File: config.mk
export PLATFORM = sky130hd
export DESIGN_NAME = pipe_skid_reg
export DESIGN_NICKNAME = d
export VERILOG_FILES = /design/src/rtl/pipe_skid_reg.sv
export SDC_FILE = /design/constraint.sdc
export NUM_CORES = 1
export LEC_CHECK = 0
export BUFFER_PORTS_ARGS = -buffer_cell sky130_fd_sc_hd__buf_2
export CAP_MARGIN = 0
export CELL_PAD_IN_SITES_DETAIL_PLACEMENT = 1
export CELL_PAD_IN_SITES_GLOBAL_PLACEMENT = 2
export CORE_MARGIN = 4
export CORE_UTILIZATION = 36
export CTS_BUF_LIST = sky130_fd_sc_hd__clkbuf_8 sky130_fd_sc_hd__clkbuf_16
export DETAILED_ROUTE_END_ITERATION = 6
export PLACE_DENSITY_LB_ADDON = 0.05
export SLEW_MARGIN = 20
export SYNTH_ARGS = -nofsm -noshare
export SYNTH_HDL_FRONTEND = slang
export SYNTH_SLANG_ARGS = --single-unit
File: constraint.sdc
create_clock -name clk -period 3.2 [get_ports clk]
set_clock_uncertainty 0.2 [all_clocks]
set_input_delay 0.16 -clock clk [delete_from_list [all_inputs] [get_ports clk]]
set_output_delay 0.16 -clock clk [all_outputs]
set_load 0.05 [all_outputs]
File: src/rtl/pipe_skid_reg.sv
// ---------------------------------------------------------------------------
// pipe_skid_reg
//
// Pipeline-stage register with a valid/ready handshake and a two-entry skid
// buffer. It carries one stage's bundled word between processor pipeline
// stages, and it supports stall (backpressure), flush (squash) and a
// saturating stall-cycle counter.
//
// in_ready is decoded only from registered state. There is therefore no
// combinational path from out_ready to in_ready. When the downstream stalls
// in the same cycle that a word is accepted, the skid entry absorbs that word.
//
// Ports
//   clk          rising-edge clock
//   reset        asynchronous, active-high reset
//   in_valid     upstream word valid
//   in_data      upstream word (WIDTH bits)
//   in_ready     stage can accept a word this cycle
//   out_valid    downstream word valid
//   out_data     downstream word (WIDTH bits)
//   out_ready    downstream accepts the word this cycle
//   flush        synchronous squash of all held words
//   clear_stats  synchronous clear of stall_count
//   occupancy    number of words held (0, 1 or 2)
//   stall_count  saturating count of cycles where out_valid & !out_ready
// ---------------------------------------------------------------------------
module pipe_skid_reg #(
   parameter int                 WIDTH       = 32,
   parameter logic [WIDTH-1:0]   RESET_VALUE = '0,
   parameter int                 CNT_WIDTH   = 16
) (
   input  logic                  clk,
   input  logic                  reset,
   input  logic                  in_valid,
   input  logic [WIDTH-1:0]      in_data,
   output logic                  in_ready,
   output logic                  out_valid,
   output logic [WIDTH-1:0]      out_data,
   input  logic                  out_ready,
   input  logic                  flush,
   input  logic                  clear_stats,
   output logic [1:0]            occupancy,
   output logic [CNT_WIDTH-1:0]  stall_count
);

   // The state encoding equals the number of held words, so occupancy is
   // simply the state register.
   typedef enum logic [1:0] {
      ST_EMPTY = 2'd0,
      ST_BUSY  = 2'd1,
      ST_FULL  = 2'd2
   } state_t;

   localparam logic [CNT_WIDTH-1:0] STALL_MAX = {CNT_WIDTH{1'b1}};
   localparam logic [CNT_WIDTH-1:0] STALL_ONE = CNT_WIDTH'(1);

   state_t                 state_q, state_d;
   logic [WIDTH-1:0]       main_q,  main_d;
   logic [WIDTH-1:0]       skid_q,  skid_d;
   logic [CNT_WIDTH-1:0]   stall_q, stall_d;

   logic                   acc;
   logic                   drn;

   assign out_valid   = (state_q != ST_EMPTY);
   assign in_ready    = (state_q != ST_FULL);
   assign out_data    = main_q;
   assign occupancy   = state_q;
   assign stall_count = stall_q;

   assign acc = in_valid & in_ready;
   assign drn = out_valid & out_ready;

   // Next-state and data-path logic. A flush overrides every transition.
   // Only the state returns to EMPTY on a flush. main_q keeps its value,
   // so out_data does not change. A word that drains in the flush cycle
   // counts as delivered.
   always_comb begin
      state_d = state_q;
      main_d  = main_q;
      skid_d  = skid_q;
      if (flush) begin
         state_d = ST_EMPTY;
      end else begin
         case (state_q)
            ST_EMPTY: begin
               if (acc) begin
                  main_d  = in_data;
                  state_d = ST_BUSY;
               end
            end
            ST_BUSY: begin
               if (acc && drn) begin
                  main_d = in_data;
               end else if (acc) begin
                  // The downstream stalled while a word arrived, so the skid
                  // entry parks the new word behind the one in main.
                  skid_d  = in_data;
                  state_d = ST_FULL;
               end else if (drn) begin
                  state_d = ST_EMPTY;
               end
            end
            ST_FULL: begin
               if (drn) begin
                  main_d  = skid_q;
                  state_d = ST_BUSY;
               end
            end
            default: begin
               state_d = ST_EMPTY;
            end
         endcase
      end
   end

   // Stall statistics. clear_stats wins over the increment. The counter
   // saturates at its maximum value. Cycles with a flush are not counted.
   always_comb begin
      stall_d = stall_q;
      if (clear_stats) begin
         stall_d = '0;
      end else if (out_valid && !out_ready && !flush && (stall_q != STALL_MAX)) begin
         stall_d = stall_q + STALL_ONE;
      end
   end

   always_ff @(posedge clk or posedge reset) begin
      if (reset) begin
         state_q <= ST_EMPTY;
         main_q  <= RESET_VALUE;
         skid_q  <= RESET_VALUE;
         stall_q <= '0;
      end else begin
         state_q <= state_d;
         main_q  <= main_d;
         skid_q  <= skid_d;
         stall_q <= stall_d;
      end
   end

endmodule

==> flow_metrics.env, run 1 <==
export IMPL_cts_clk_slew_worst_paths_ns=0.09
export IMPL_cp_arrival_ns=2.32
export IMPL_fin_setup_tns_ns=0
export IMPL_fin_area_sq_um=5040
export IMPL_wl_per_cell_microns=16.8
export IMPL_r2r_start="stall_count[0]"
export IMPL_endpoint_kind="register"
export IMPL_leakagePower_uw=0.00226
export IMPL_min_period_ns=2.29
export IMPL_numCtsBuffers=9
export IMPL_grt_pass1_vias=3047
export IMPL_min_from="in_valid"
export IMPL_postCtsSetupBuffers=0
export IMPL_synth_edf_count=0
export IMPL_cts_hold_buf=35
export IMPL_final_nets=460
export IMPL_fp_dieH_microns=112
export IMPL_ys_seq_area_share_pct=53.1
export IMPL_die_area_sq_um=12500
export IMPL_cts_tree="yes"
export IMPL_power_frac_clock_pct=25.8
export IMPL_slew_headroom_pct=65.0
export IMPL_p_seq_share_pct=46.6
export IMPL_start_kind="register"
export IMPL_finalHoldViolations=0
export IMPL_synth_async_reset_ratio_pct=100
export IMPL_vias=2846
export IMPL_layout_drive_gt1_share_pct=50.8
export IMPL_diodes=0
export IMPL_swShare_pct=33.6
export IMPL_rsz0062_at_grt="false"
export IMPL_grt_usage_pct=15.8
export IMPL_gp_congestion=0.712
export IMPL_drt_initial_drc_count=38
export IMPL_fp_coreArea_sq_um=10400
export IMPL_wl_microns=9400
export IMPL_power_density_nw_per_um2=570
export IMPL_setup_viol=0
export IMPL_clockBufferDepth=2
export IMPL_io_pins=90
export IMPL_hold_depth=4
export IMPL_min_path_type="in -> reg"
export IMPL_crit_path_max_fanout=6
export IMPL_synth_seq_cells=82
export IMPL_viasPerCell=5.07
export IMPL_internal_power_uw=1910
export IMPL_grt_max_degree=30
export IMPL_combPwrFrac_pct=27.6
export IMPL_cts_resized=0
export IMPL_place_area_sq_um=4510
export IMPL_r2r_cells=5
export IMPL_yosys_most_used_dff="dfrtp_1"
export IMPL_vdd_ir_drop_max_mv=0.313
export IMPL_crit_type="reg -> reg"
export IMPL_max_clock_freq_mhz=436
export IMPL_hpwl_microns=6260
export IMPL_route_detailed_drc=0
export IMPL_clock_sinks=82
export IMPL_firstDrtPassIters=4
export IMPL_hold_end="occupancy[0]"
export IMPL_grt_pass1_wl_microns=15800
export IMPL_netlist_instances=294
export IMPL_r2r_end="stall_count[13]"
export IMPL_final_period_utilization_pct=71.6
export IMPL_avgSynthCellArea_sq_um=13.1
export IMPL_fill_cells=1139
export IMPL_outcome="finished, final reports clean"
export IMPL_synthesis_area_sq_um=3860
export IMPL_die_w_microns=112
export IMPL_antenna_found_initial=0
export IMPL_ant_nets=0
export IMPL_reg2reg_slack_ns=0.91
export IMPL_portBuffers=89
export IMPL_area_growth_pct=30.5
export IMPL_p_sw_uw=965
export IMPL_synth_distinct_cells=34
export IMPL_critPathRequiredTime_ns=3.23
export IMPL_slew_violations=0
export IMPL_maxCapViolCount=0
export IMPL_num_rows=37
export IMPL_initial_core_util_pct=37.3
export IMPL_synth_net_count=333
export IMPL_clk_latency_ns=0.35
export IMPL_yosysWarnings=0
export IMPL_tightestPinTransition_ns=0.524
export IMPL_clockRootBuffer="clkbuf_8"
export IMPL_htreeDepth=3
export IMPL_overflow=0
[layer usage]
layer	global-route usage [%]	routed length, microns	up-vias
li1	-	-	1327
met1	19.1	4110	1451
met2	27.5	4790	60
met3	4.18	398	8
met4	4.87	110	0
met5	0	0	-
[final cells by class]
type	instances	area, sq um	area share (%)
inverters	5	20.0	0.397
repair buffers	131	873	17.3
well taps	136	170	3.38
clock inverters	5	47.5	0.943
flip-flops and latches	82	2050	40.7
clock buffers	10	138	2.73
multi-input cells	192	1740	34.5
[kinds of logic after synthesis]
kind of cell | after synthesis | synth area share (%)
AO/OA/AOI/OAI | 25 | 4.05
multiplexers | 102 | 29.7
adder cells (fa/ha/maj) | 1 | 0.324
flip-flops | 82 | 53.1
AND/OR/NAND/NOR | 64 | 10.4
buffers and inverters | 20 | 2.36
[flip-flops by register name, summed over array words and instances (netlist names)]
register     count
out_data        32
skid_q          32
stall_count     16
occupancy        2
[through the flow]
stage | power, uW | setup WS, ns | hold WS, ns | util (%) | instances
global placement | 2110 | 0.961 | 0.0155 | 43.4 | 511
global route | 3030 | 0.717 | 0.0625 | 48.6 | 561
finish | 2880 | 0.909 | 0.0185 | 48.6 | 561
detailed placement | 2130 | 0.901 | 0.0103 | 43.4 | 511
CTS | 2920 | 0.865 | 0.00799 | 48.6 | 561
floorplan | 1920 | 0.470 | 0.0264 | - | 294
[worst max path at each step]
stage	to	start	depth (start not counted)	slack, ns
floorplan	out_data[16]	occupancy[0]	5	0.47
global placement	stall_count[9]	stall_count[0]	5	0.96
detailed placement	stall_count[13]	stall_count[0]	5	0.90
CTS	stall_count[13]	stall_count[0]	5	0.86
global route	stall_count[11]	stall_count[0]	5	0.72
finish	stall_count[13]	stall_count[0]	5	0.91
[cells in the mapped netlist (2+ instances only)]
master    number  area share, %
nand3_1        7           0.91
o21ai_0        3           0.39
dfrtp_1       82             53
o41ai_1        2           0.45
or4_1          6            1.2
nor2_1         9           0.87
nand2b_1       4           0.65
o31ai_1        6            1.2
buf_2          7           0.91
clkbuf_1       5           0.49
or2_1          2           0.32
nand4_1        5           0.81
a21oi_1       11            1.4
o21bai_1       2           0.39
nor4_1         5           0.81
buf_1          2           0.19
nor2b_1        5           0.81
or3_1          2           0.32
mux2_1         5            1.5
mux2_2        97             28
nor3_1         2           0.26
nand2_1        6           0.58
and4_1         2           0.45
inv_1          5           0.49
nor4_2         3           0.97
[placed cells by master (no fill, tap or decap), types with 2 or more instances in the layout]
cell type	instances
or4_1	6
nand2b_1	3
mux2_2	97
nand4_1	5
nor4_1	5
or2_1	2
clkbuf_8	10
nand3_1	7
inv_1	6
o21ai_0	3
a21oi_1	11
nand2_1	6
o41ai_1	2
nor2b_1	5
buf_12	2
dfrtp_1	82
buf_2	89
and4_1	2
dlygate4sd3_1	35
mux2_1	5
o31ai_1	6
nor2_1	9
or3_1	2
buf_4	5
nor4_2	3
nor3_1	2
clkinv_2	3
[worst max-delay path, cell delays in order, from the launching register on]
cell and delay [ns]:
dfrtp_1 0.43, ha_1 0.24, nand4_1 0.32, nor4_2 0.56
nor4_2 0.10, mux2_1 0.32
[power by group through the flow]
| stage | registers (uW) | logic (uW) | clock network [uW] |
|---|---|---|---|
| global placement | 1350 | 757 | 0 |
| floorplan | 1650 | 270 | 0 |
| global route | 1370 | 843 | 817 |
| CTS | 1340 | 805 | 771 |
| finish | 1340 | 794 | 742 |
| detailed placement | 1360 | 771 | 0 |
(Power assumes the default switching activity.)
==> run 2: changes to the inputs <==
--- a/config.mk
+++ b/config.mk
@@ -5,12 +5,13 @@
 export SDC_FILE = /design/constraint.sdc
 export NUM_CORES = 1
 export LEC_CHECK = 0
+export ABC_AREA = 1
 export BUFFER_PORTS_ARGS = -buffer_cell sky130_fd_sc_hd__buf_2
 export CAP_MARGIN = 0
 export CELL_PAD_IN_SITES_DETAIL_PLACEMENT = 1
 export CELL_PAD_IN_SITES_GLOBAL_PLACEMENT = 2
 export CORE_MARGIN = 4
-export CORE_UTILIZATION = 36
+export CORE_UTILIZATION = 30
 export CTS_BUF_LIST = sky130_fd_sc_hd__clkbuf_8 sky130_fd_sc_hd__clkbuf_16
 export DETAILED_ROUTE_END_ITERATION = 6
 export PLACE_DENSITY_LB_ADDON = 0.05
==> constraint.sdc (replaced) <==
create_clock -name clk -period 2.3 [get_ports clk]
set_clock_uncertainty 0.2 [all_clocks]
set_input_delay 0.115 -clock clk [delete_from_list [all_inputs] [get_ports clk]]
set_output_delay 0.115 -clock clk [all_outputs]
set_load 0.05 [all_outputs]
==> run 2 against run 1 <==
Against the previous run: routed wire length increased by 16%; clock power increased by 83%; count of clock-buffer cells in the layout decreased by 1; hold slack improved by 0.069 ns; via count increased by 30%; combinational power increased by 89%; synthesized cell count increased by 77%; first-iteration DRC count increased to 4.0 times the previous value; largest cell class unchanged.
==> flow_metrics.env, run 2 <==
export IMPL_yosys_most_used_dff="dfrtp_1"
export IMPL_slew_violations=0
export IMPL_htreeDepth=3
export IMPL_layout_commonest_cell="nand2_1"
export IMPL_wl_per_cell_microns=13.4
export IMPL_area_growth_pct=32.5
export IMPL_p_seq_share_pct=41.0
export IMPL_wl_microns=10900
export IMPL_fin_setup_tns_ns=0
export IMPL_setup_ws_ns=0.334
export IMPL_yosysMostFrequentCell="nand2_1"
export IMPL_die_w_microns=123
export IMPL_outcome="finished, final reports clean"
export IMPL_grt_pass1_vias=3926
export IMPL_synth_common_cells="nand2_1, dfrtp_1, inv_1, nor2_1, o21ai_1"
export IMPL_fp_coreArea_sq_um=12800
export IMPL_maxCapViolCount=0
export IMPL_synth_seq_cells=82
export IMPL_final_nets=682
export IMPL_synth_net_count=558
export IMPL_combPwrFrac_pct=30.9
export IMPL_clock_sinks=82
export IMPL_synth_edf_count=0
export IMPL_setup_viol=0
export IMPL_min_period_ns=1.97
export IMPL_overflow=0
export IMPL_endpoint_kind="register"
export IMPL_p_sw_uw=1800
export IMPL_yosysTopAreaCell="dfrtp_1"
export IMPL_portBuffers=89
export IMPL_die_area_sq_um=15200
export IMPL_io_pins=90
export IMPL_cp_endpoint="stall_count[4]"
export IMPL_vias=3697
export IMPL_synthesis_area_sq_um=4000
export IMPL_reg2reg_slack_ns=0.33
export IMPL_slew_headroom_pct=55.9
export IMPL_min_path_type="in -> reg"
export IMPL_diodes=0
export IMPL_hpwl_microns=7520
export IMPL_power_density_nw_per_um2=915
export IMPL_cts_resized=0
export IMPL_cp_arrival_ns=2.04
export IMPL_r2r_end="stall_count[4]"
export IMPL_leakagePower_uw=0.00277
export IMPL_r2r_cells=9
export IMPL_layout_common_cells="nand2_1, buf_2, inv_1"
export IMPL_yosys_top_cells_area="dfrtp_1, nand2_1, inv_1"
export IMPL_cp_startpoint="stall_count[0]"
export IMPL_yosysWarnings=0
export IMPL_swShare_pct=37.1
export IMPL_antenna_found_initial=0
export IMPL_netlist_instances=519
export IMPL_num_rows=41
export IMPL_grt_pass1_wl_microns=18800
export IMPL_clockBufferDepth=2
export IMPL_finalHoldViolations=0
export IMPL_initial_core_util_pct=31.2
export IMPL_avgSynthCellArea_sq_um=7.71
export IMPL_power_frac_clock_pct=28.1
export IMPL_final_period_utilization_pct=85.5
export IMPL_yosys_area_top_type_share_pct=51.3
export IMPL_pre_cts_ws_ns=0.323
export IMPL_layout_drive_gt1_share_pct=19.4
export IMPL_route_detailed_drc=0
export IMPL_tightestPinTransition_ns=0.661
export IMPL_numCtsBuffers=9
export IMPL_grt_max_degree=35
export IMPL_critPathRequiredTime_ns=2.37
export IMPL_viasPerCell=4.53
export IMPL_ant_nets=0
export IMPL_cts_tree="yes"
export IMPL_clk_latency_ns=0.34
export IMPL_fp_dieH_microns=123
export IMPL_internal_power_uw=3050
export IMPL_synth_async_reset_ratio_pct=100
export IMPL_final_util_pct=41.3
export IMPL_vdd_ir_drop_max_mv=0.390
export IMPL_synth_distinct_cells=25
export IMPL_crit_path_max_fanout=14
export IMPL_crit_type="reg -> reg"
export IMPL_rsz0062_at_grt="false"
export IMPL_gp_congestion=0.736
export IMPL_grt_usage_pct=15.8
export IMPL_r2r_start="stall_count[0]"
export IMPL_firstDrtPassIters=4
export IMPL_clockRootBuffer="clkbuf_16"
export IMPL_ys_seq_area_share_pct=51.3
export IMPL_start_kind="register"
export IMPL_max_clock_freq_mhz=509
export IMPL_drt_initial_drc_count=153
export IMPL_cts_clk_slew_worst_paths_ns=0.06
[run 2: cell types whose count changed in the layout (fill, tap and decap cells not counted), sizes merged, moves of 5 or more]
cell	before	now
inv	6	86
nand3	7	19
nand4	5	14
o31ai	6	0
or4	6	0
nor4	8	0
nand2	6	135
nor2	9	54
nor2b	5	0
a21oi	11	30
mux2	102	0
o21ai	3	72
[run 2: critical path: stages, from the launching register on]
cell	delay, ns
dfrtp_1	0.42
ha_1	0.24
nand2_2	0.09
nor2_4	0.17
nand2_2	0.10
nor2_4	0.13
nor2_4	0.09
nor2_4	0.28
nand2_1	0.10
nand2_1	0.07
[run 2: layout make-up]
cell class / count / area [sq um]
fill: 1613 / 7530
sequential: 82 / 2050
multi-input combinational: 329 / 1510
timing repair buffer: 135 / 931
inverter: 86 / 327
clock buffer: 9 / 225
tap: 172 / 215
clock inverter: 3 / 37.5
[run 2: worst min-delay path by stage]
| stage | end | slack (ns) | cells past startpoint | from |
|---|---|---|---|---|
| CTS | occupancy[0] | 0.07 | 6 | in_valid |
| global route | occupancy[0] | 0.15 | 5 | in_valid |
| detailed placement | out_data[28] | 0.05 | 2 | reset |
| floorplan | skid_q[19] | 0.06 | 2 | in_data[19] |
| finish | occupancy[0] | 0.09 | 6 | in_valid |
| global placement | out_data[2] | 0.05 | 2 | reset |
[run 2: what timing repair did]
action	4_1_cts	5_1_grt
buffers inserted	0	0
hold endpoints to repair	103	0
setup endpoints to repair	0	0
hold buffers	36	0
[run 2: power by group through the flow]
stage | Combinational, uW | Clock, uW | Sequential, uW
2_1_floorplan | 541 | 0 | 2560
3_3_place_gp | 1440 | 0 | 2000
3_5_place_dp | 1470 | 0 | 2010
4_1_cts | 1520 | 1430 | 1990
5_1_grt | 1660 | 1480 | 2030
6_report | 1500 | 1360 | 1990
[run 2: per-stage QoR]
| step | power (uW) | hold WS, ns | std cells | instance area [sq um] |
|---|---|---|---|---|
| 2_1_floorplan | 3100 | 0.0632 | 519 | 4000 |
| 4_1_cts | 4950 | 0.0658 | 816 | 5300 |
| 3_5_place_dp | 3490 | 0.0543 | 768 | 4680 |
| 6_report | 4850 | 0.0870 | 816 | 5300 |
| 3_3_place_gp | 3440 | 0.0506 | 768 | 4680 |
| 5_1_grt | 5170 | 0.154 | 816 | 5300 |
[run 2: cells by family after synthesis]
family          synth area share [%]
compound gates                  13.0
xor+xnor                       0.438
fa+ha+maj                      0.313
buf+inv                         11.0
flops                           51.3
simple gates                    23.9
[run 2: metal layers]
layer / GRT usage, % / wire, microns
met2: 25.9 / 5040
met5: 0 / 0
met1: 20.0 / 5160
met3: 3.29 / 473
met4: 6.99 / 244
==> run 3: changes to the inputs <==
==> constraint.sdc (replaced) <==
create_clock -name clk -period 2.3 [get_ports clk]
set_clock_uncertainty 0.2 [all_clocks]
set_input_delay 0.575 -clock clk [delete_from_list [all_inputs] [get_ports clk]]
set_output_delay 0.575 -clock clk [all_outputs]
set_load 0.05 [all_outputs]
==> run 3 against run 2 <==
Against the previous run: total power shrank 1.2%; die area unchanged; first-iteration DRC count grew 16%; cell area shrank 6.3%; register-to-register slack got worse by 0.02 ns; utilization is 2.6 points lower; maximum frequency fell by 5.7%; critical path depth is 5 lower; worst setup slack worse by 0.12 ns; critical endpoint is now in_ready; largest cell class unchanged; largest power group unchanged.
==> flow_metrics.env, run 3 (same netlist as run 2, synthesis figures left out) <==
export IMPL_outcome="finished, final reports clean"
export IMPL_diodes=0
export IMPL_grt_max_degree=55
export IMPL_r2r_cells=9
export IMPL_tightestPinTransition_ns=0.591
export IMPL_timing_hold_ws_ns=0.101
export IMPL_io_pins=90
export IMPL_cts_hold_buf=0
export IMPL_cts_clk_slew_worst_paths_ns=0.06
export IMPL_leakagePower_uw=0.00262
export IMPL_area_growth_pct=24.1
export IMPL_gp_congestion=0.763
export IMPL_num_rows=41
export IMPL_grt_pass1_wl_microns=17800
export IMPL_crit_type="reg -> out"
export IMPL_vdd_ir_drop_max_mv=0.418
export IMPL_die_w_microns=123
export IMPL_pre_cts_ws_ns=0.254
export IMPL_fill_cells=1610
export IMPL_dr_max_layer_used="met5"
export IMPL_final_nets=645
export IMPL_r2r_end="stall_count[8]"
export IMPL_cp_arrival_ns=1.31
export IMPL_crit_path_max_fanout=3
export IMPL_hpwl_microns=7530
export IMPL_route_met2_wl_microns=5060
export IMPL_viasPerCell=4.51
export IMPL_r2r_start="stall_count[0]"
export IMPL_layout_common_cells="nand2_1, buf_2, inv_1, dfrtp_1, nor2_1"
export IMPL_max_clock_freq_mhz=480
export IMPL_clockRootBuffer="clkbuf_16"
export IMPL_fin_setup_tns_ns=0
export IMPL_route_detailed_drc=0
export IMPL_overflow=0
export IMPL_rsz0062_at_grt="false"
export IMPL_wl_per_cell_microns=13.4
export IMPL_numCtsBuffers=9
export IMPL_antenna_found_initial=1
export IMPL_slew_headroom_pct=60.5
export IMPL_layout_drive_gt1_share_pct=21.1
export IMPL_initial_core_util_pct=31.2
export IMPL_postCtsSetupBuffers=0
export IMPL_cts_resized=0
export IMPL_portBuffers=89
export IMPL_slew_violations=0
export IMPL_fp_coreArea_sq_um=12800
export IMPL_cts_tree="yes"
export IMPL_reg2reg_slack_ns=0.31
export IMPL_min_period_ns=2.08
export IMPL_clockBufferDepth=2
export IMPL_die_area_sq_um=15200
export IMPL_min_path_type="in -> async"
export IMPL_clk_latency_ns=0.34
export IMPL_layout_commonest_cell="nand2_1"
export IMPL_wl_met3_microns=461
export IMPL_maxCapViolCount=0
export IMPL_critPathRequiredTime_ns=1.52
export IMPL_wl_microns=10500
export IMPL_endpoint_kind="output port"
export IMPL_drt_met1_wl_microns=4780
export IMPL_fp_dieH_microns=123
export IMPL_grt_pass1_vias=3623
export IMPL_firstDrtPassIters=4
export IMPL_setup_viol=0
export IMPL_start_kind="register"
export IMPL_ant_nets=0
export IMPL_htreeDepth=3
export IMPL_final_period_utilization_pct=90.6
export IMPL_setup_ws_ns=0.216
export IMPL_vias=3533
export IMPL_drt_initial_drc_count=178
export IMPL_grt_usage_pct=15.0
export IMPL_power_density_nw_per_um2=964
export IMPL_clock_sinks=82
export IMPL_finalHoldViolations=0
-- run 3: worst max-delay path by stage --
stage | cells past startpoint | to | slack, ns | startpoint
2_1_floorplan | 3 | in_ready | 0.18 | occupancy[0]
3_3_place_gp | 7 | stall_count[8] | 0.28 | flush
3_5_place_dp | 7 | stall_count[8] | 0.25 | flush
4_1_cts | 3 | in_ready | 0.18 | occupancy[0]
5_1_grt | 9 | stall_count[9] | 0.07 | stall_count[0]
6_report | 4 | in_ready | 0.22 | occupancy[1]
-- run 3: area by class of cell --
class / instances / area, sq um / area share (%)
clock inverter: 6 / 33.8 / 0.680
tap: 172 / 215 / 4.33
timing repair buffer: 98 / 588 / 11.8
inverter: 86 / 327 / 6.58
sequential: 82 / 2050 / 41.3
multi-input combinational: 329 / 1510 / 30.4
clock buffer: 10 / 239 / 4.81
-- run 3: worst max-delay path, cell delays in order (launching register included) --
cell,delay (ns)
dfrtp_1,0.40
inv_1,0.12
nor2_2,0.06
inv_2,0.10
buf_2,0.30
-- run 3: metal layers --
layer	vias up	track usage (%)
met5	-	0
met1	1669	19.2
met2	62	24.7
li1	1788	-
met3	12	3.43
met4	2	5.81
-- run 3: report_power, final --
| group | internal (uW) | switching, uW |
|---|---|---|
| Combinational | 379 | 1070 |
| Clock | 751 | 591 |
| Sequential | 1830 | 165 |
| Total | 2960 | 1830 |
-- run 3: stage by stage --
step                total power (uW)  instance area, sq um  instances  util [%]
floorplan                       3100                  4010        519         -
global placement                3460                  4690        767      36.6
detailed placement              3500                  4690        767      36.6
CTS                             4880                  4970        783      38.7
global route                    5120                  4970        783      38.7
finish                          4790                  4970        783      38.7
